[src/rtl/speed_reg_pkg.sv]
// ---------------------------------------------------------------------------
// speed_reg_pkg : operating-mode encodings for param_shift_register
// Revision 1.0
// ---------------------------------------------------------------------------
`default_nettype none

package speed_reg_pkg;

  localparam int MODE_W = 3;

  localparam logic [MODE_W-1:0] MODE_HOLD = 3'b000;
  localparam logic [MODE_W-1:0] MODE_LOAD = 3'b001;
  localparam logic [MODE_W-1:0] MODE_SHL  = 3'b010;
  localparam logic [MODE_W-1:0] MODE_SHR  = 3'b011;
  localparam logic [MODE_W-1:0] MODE_ROL  = 3'b100;
  localparam logic [MODE_W-1:0] MODE_ROR  = 3'b101;

endpackage : speed_reg_pkg

`default_nettype wire

[src/rtl/shift_next_mux.sv]
// ---------------------------------------------------------------------------
// shift_next_mux : combinational next-value select for the shift register
// Revision 1.0
// ---------------------------------------------------------------------------
`default_nettype none

module shift_next_mux
  import speed_reg_pkg::*;
#(
  parameter int WIDTH = 8
) (
  input  logic [WIDTH-1:0]  q_i,
  input  logic [WIDTH-1:0]  d_i,
  input  logic [MODE_W-1:0] mode_i,
  input  logic              ser_in_l_i,
  input  logic              ser_in_r_i,
  output logic [WIDTH-1:0]  next_q_o
);

  always_comb begin
    next_q_o = q_i;
    case (mode_i)
      MODE_LOAD: next_q_o = d_i;
      MODE_SHL:  next_q_o = {q_i[WIDTH-2:0], ser_in_l_i};
      MODE_SHR:  next_q_o = {ser_in_r_i, q_i[WIDTH-1:1]};
      MODE_ROL:  next_q_o = {q_i[WIDTH-2:0], q_i[WIDTH-1]};
      MODE_ROR:  next_q_o = {q_i[0], q_i[WIDTH-1:1]};
      // HOLD and the two reserved codes keep the current value.
      default:   next_q_o = q_i;
    endcase
  end

endmodule : shift_next_mux

`default_nettype wire

[src/rtl/param_shift_register.sv]
// ---------------------------------------------------------------------------
// param_shift_register : WIDTH-bit load/shift/rotate stage with change flag
// Revision 1.0
// ---------------------------------------------------------------------------
`default_nettype none

module param_shift_register
  import speed_reg_pkg::*;
#(
  parameter int               WIDTH        = 8,
  parameter logic [WIDTH-1:0] PRESET_VALUE = {WIDTH{1'b1}},
  parameter logic [WIDTH-1:0] RESET_VALUE  = {WIDTH{1'b0}}
) (
  input  logic              CLK,
  input  logic              CLR_BAR,
  input  logic              PRE_BAR,
  input  logic              EN,
  input  logic [MODE_W-1:0] MODE,
  input  logic [WIDTH-1:0]  D,
  input  logic              SER_IN_L,
  input  logic              SER_IN_R,
  output logic [WIDTH-1:0]  Q,
  output logic [WIDTH-1:0]  Qbar,
  output logic              SER_OUT_L,
  output logic              SER_OUT_R,
  output logic              CHANGED
);

  logic [WIDTH-1:0] q_q;
  logic [WIDTH-1:0] q_d;
  logic [WIDTH-1:0] mux_next;
  logic             changed_q;

  shift_next_mux #(
    .WIDTH (WIDTH)
  ) u_next_mux (
    .q_i        (q_q),
    .d_i        (D),
    .mode_i     (MODE),
    .ser_in_l_i (SER_IN_L),
    .ser_in_r_i (SER_IN_R),
    .next_q_o   (mux_next)
  );

  // Preset outranks enable, which outranks the mode select.
  always_comb begin
    q_d = q_q;
    if (!PRE_BAR) begin
      q_d = PRESET_VALUE;
    end else if (EN) begin
      q_d = mux_next;
    end
  end

  always_ff @(posedge CLK or negedge CLR_BAR) begin
    if (!CLR_BAR) begin
      q_q       <= RESET_VALUE;
      changed_q <= 1'b0;
    end else begin
      q_q       <= q_d;
      changed_q <= (q_d != q_q);
    end
  end

  assign Q         = q_q;
  assign Qbar      = ~q_q;
  assign SER_OUT_L = q_q[WIDTH-1];
  assign SER_OUT_R = q_q[0];
  assign CHANGED   = changed_q;

endmodule : param_shift_register

`default_nettype wire

[config.mk]
export PLATFORM = sky130hd
export DESIGN_NAME = param_shift_register
export DESIGN_NICKNAME = d
export VERILOG_FILES = /design/src/rtl/speed_reg_pkg.sv /design/src/rtl/shift_next_mux.sv /design/src/rtl/param_shift_register.sv
export SDC_FILE = /design/constraint.sdc
export NUM_CORES = 1
export LEC_CHECK = 0
export CAP_MARGIN = 20
export CORE_MARGIN = 2
export CORE_UTILIZATION = 38
export CTS_CLUSTER_SIZE = 12
export DETAILED_ROUTE_END_ITERATION = 6
export PLACE_DENSITY = 0.86
export SYNTH_ARGS = -nofsm -noshare
export SYNTH_HDL_FRONTEND = slang
export SYNTH_SLANG_ARGS = --single-unit
[constraint.sdc]
create_clock -name CLK -period 1.5 [get_ports CLK]
set_input_delay 0.375 -clock CLK [delete_from_list [all_inputs] [get_ports CLK]]
set_output_delay 0.375 -clock CLK [all_outputs]
set_load 0.05 [all_outputs]
==> out/qor.yml, run 1 <==
synth.most_common_cell: "nand2_1"
rows: 17
cts.sinks: 9
cts_buffers: 3
worst-ep-kind: "register data pin"
ys_seq_elements: 9
syn_inst: 101
cts_root_buf: "clkbuf_4"
port-buffer-count: 35
synth_top_cell_area_share_pct: 25.86
synth.yosys.seq_area_share_pct: 25.86
async_flop_share_pct: 100.0
yosysTopAreaCell: "dfrtp_1"
outcome: "stopped before the end"
synthesis.area_um2: 870.8
synth_nets: 118
worst_endpoint: "CHANGED$_DFF_PN0_/D"
place.gp.congestion: 0.9531
cts_hold_buf: 0
htree_num_levels: 1
firstError: "[ERROR DPL-0038] Utilization greater than 100%, impossible to legalize"
die-height_um: 51.87
ys_top_cells_by_count: "13 x nand2_1, 12 x mux2i_1, 9 x dfrtp_1, 9 x inv_1, 5 x nand2b_1"
grt_start_max_net_pins: 11
avgSynthCellArea_um2: 8.622
ys_types: 37
clk_path_buf_depth: 2
ioPinCount: 36
synth_area_leaders: "dfrtp_1 26%, mux2i_1 14%, nand2_1 5.6%"
start_util_pct: 39.75
pre_cts_ws_ps: -914.7
placed_cell_area_mm2: 0.001658
lastStage: "global routing (5_1_grt)"
synthFlopType: "dfrtp_1"
synth_edf_count: 0
yosys_warnings: 0
die_x_um: 51.87
dp_hpwl_um: 2794
cells by family after synthesis:
| logic type | synth area share (%) |
|---|---|
| mux | 15.09 |
| xor+xnor | 1.868 |
| simple gates | 20.83 |
| flops | 25.86 |
| buf+inv | 12.64 |
| compound gates | 23.71 |
metrics by stage:
stage / std cells / utilization, %
after CTS: 209 / 93.43
after detailed placement: 186 / 75.67
after global placement: 186 / 75.67
after floorplan: 101 / -
timing repair:
action                                  4_1_cts
setup buffers                                16
endpoints found under the hold margin         0
pin swaps                                    22
resized for setup                            65
endpoints found under the setup margin       15
cloned                                        3
==> run 2: changes to the inputs <==
CORE_AREA = 2 2 63 65   (was unset)
CORE_MARGIN = unset   (was 2)
CORE_UTILIZATION = unset   (was 38)
CTS_CLUSTER_SIZE = unset   (was 12)
DIE_AREA = 0 0 65 67   (was unset)
PLACE_DENSITY = unset   (was 0.86)
PLACE_DENSITY_LB_ADDON = 0.15   (was unset)
clock period = 1.95 ns   (was 1.5 ns; I/O delays follow)
==> run 2 against run 1 <==
  * The run now ends clean
  * Synthesized area unchanged
  * Synthesized cell count unchanged
==> out/qor.yml, run 2 <==
fillers: 369
finalCritPeriodShare_pct: 97.40
tritoncts: "yes"
synth.yosys.seq_area_share_pct: 25.86  # unchanged
cts.sinks: 9  # unchanged
insertion_delay_ps: 230
start_util_pct: 24.15  # -16 points
grt_first_pass_wirelength_um: 4678
post-route-drc-count: 0
grt_usage_pct: 14.11
wl_met3_um: 196
setup_ws_ps: 50.72
required_ps: 2060
yosys_warnings: 0  # unchanged
synth_top_cell_area_share_pct: 25.86  # unchanged
dp_hpwl_um: 2326  # -17%
setup.worst_path.class: "input pin to flop"
vdd_ir_drop_max_v: 0.0003867
timing.rr.end: "CHANGED"
ant_nets: 0
relSlewSlack_pct: 72.65
start_kind: "input pin"
crit_slowest_cell: "o311a_1"
drtPass1Iterations: 4
p_leak_nw: 0.7123
grt_start_max_net_pins: 11
clk_path_buf_depth: 2  # unchanged
synth.most_common_cell: "nand2_1"
avgSynthCellArea_um2: 8.622  # unchanged
cts_root_buf: "clkbuf_8"
grt_pass1_vias: 950
die-area_mm2: 0.004355
critPathCapture: "CHANGED"
hold_viol: 0
skew_ps: 0.8032
synth_area_leaders: "dfrtp_1 26%, mux2i_1 14%, nand2_1 5.6%"
htree_num_levels: 1  # unchanged
ioPinCount: 36  # unchanged
worstHoldPathType: "input pin to asynchronous set/reset pin"
outcome: "complete, no violations"
route.met2.wl_um: 1409
layout-drive-gt1-share_pct: 42.48
cp.arrival_ps: 2010
core_mm2: 0.003606
wl_per_cell_um: 14.87
yosysTopAreaCell: "dfrtp_1"
fin_hold_ws_ps: 562.2
drv_slew: 0
synth_nets: 118  # unchanged
die-height_um: 67  # +29%
multi_input_area_um2: 595.6
crit_chain: "buf_2, buf_4, buf_4, mux2i_1, o221ai_1, o2111ai_1, o311a_1, a211o_1"
cap_violations: 0
synth_edf_count: 0  # unchanged
final_common_cell: "buf_4"
insertedDiodeCount: 0
area_growth_pct: 68.53
worst_path_most_repeated_cell: "buf_4"
setup-violations-final: 0
largest_register_ffs: 8
antenna_found_initial: 0
drt-met1-wl_um: 1366
layout_common_cells: "38 x buf_4, 13 x nand2_1, 12 x mux2i_1, 12 x clkdlybuf4s50_1, 8 x inv_1"
vias: 981
highest_layer: "met4"
initialDrtViolationCount: 42
max_stage_delay_ps: 360
ys_types: 37  # unchanged
clk_pin_slew_ps: 40
worstRegToRegCells: 5
crit_path_end_kind: "flop"
rr_startpoint: "Q[0]"
die_x_um: 65  # +25%
ys_top_cells_by_count: "13 x nand2_1, 12 x mux2i_1, 9 x dfrtp_1, 9 x inv_1, 5 x nand2b_1"
critPathMaxFanout: 6
timing.reg2reg.setup_slack_ps: 280
place.gp.congestion: 0.8065  # -15%
globalRouteOverflowTotal: 0
cts_setup_buffers: 0  # -16
fmaxAchievable_ghz: 0.5265
pre_cts_ws_ps: -640.5  # +274.2 ps
synthFlopType: "dfrtp_1"
syn_inst: 101  # unchanged
ys_seq_elements: 9  # unchanged
routed_via_density: 4.881
async_flop_share_pct: 100.0  # unchanged
synthesis.area_um2: 870.8  # unchanged
seq_area_um2: 229.0
fin_util_pct: 40.70
final_nets: 171
rows: 22  # +5
routed_wl_um: 2988
tightestPinTransition_ps: 408.9
cts_hold_buf: 0  # unchanged
grt_setup_unrepaired: "false"
cts_buffers: 3  # unchanged
port-buffer-count: 35  # unchanged
crit_start: "MODE[0]"
period_minus_slack_ps: 1899
power.density_mw_per_mm2: 639.4
run 2: cell counts after synthesis:
No cell type changed its count.
run 2: what timing repair did:
action | in CTS | in global routing
resized for setup | 15 | 12
endpoints found under the hold margin | 0 | 0
setup endpoints to repair | 8 | 1
pin swaps | 3 | 6
run 2: cells by family after synthesis:
| logic type | Yosys count | synth area share (%) |
|---|---|---|
| simple gates | 33 | 20.83 |
| compound gates | 26 | 23.71 |
| mux | 13 | 15.09 |
| xor+xnor | 1 | 1.868 |
| flops | 9 | 25.86 |
| buf+inv | 19 | 12.64 |
run 2: worst max-delay path: cells and delay by family:
kind            cells  cell delay [ps]
compound gates      4              930
mux                 1              140
buf+inv             3              440
run 2: worst min path at each step:
stage / startpoint / cells past startpoint / end / slack, ps
final: CLR_BAR / 1 / Q[4] / 560
after global placement: Q[3] / 3 / Q[3] / 630
after global routing: CLR_BAR / 1 / Q[6] / 590
after detailed placement: Q[3] / 3 / Q[3] / 630
after floorplan: CLR_BAR / 0 / CHANGED / 190
after CTS: CLR_BAR / 1 / Q[4] / 570
run 2: power breakdown:
group          switching [mW]  internal (mW)
registers              0.0263          0.207
clock network          0.0649          0.142
logic                   0.287          0.211
run 2: final cells by class:
class                   count  area share, %
well taps                  48          4.092
multi-input cells          73          40.58
flip-flops and latches      9          15.60
inverters                   9          2.302
clock buffers               4          3.069
repair buffers             58          34.36
run 2: through the flow:
stage | setup TNS, ps | instances | area, um^2 | power [mW]
2_1_floorplan | 0 | 101 | 874.6 | 0.5231
3_3_place_gp | -3736 | 197 | 1371 | 0.7149
3_5_place_dp | -3679 | 197 | 1371 | 0.7129
4_1_cts | 0 | 201 | 1440 | 0.9374
5_1_grt | 0 | 201 | 1468 | 0.9928
6_report | 0 | 201 | 1468 | 0.9384
run 2: per-layer routing:
metal  track usage (%)  up-vias
met1             19.55      460
met3             2.196        2
met4             4.787        0
li1                  -      476
met5                 0        -
met2             22.16       43
(Power assumes the default switching activity.)
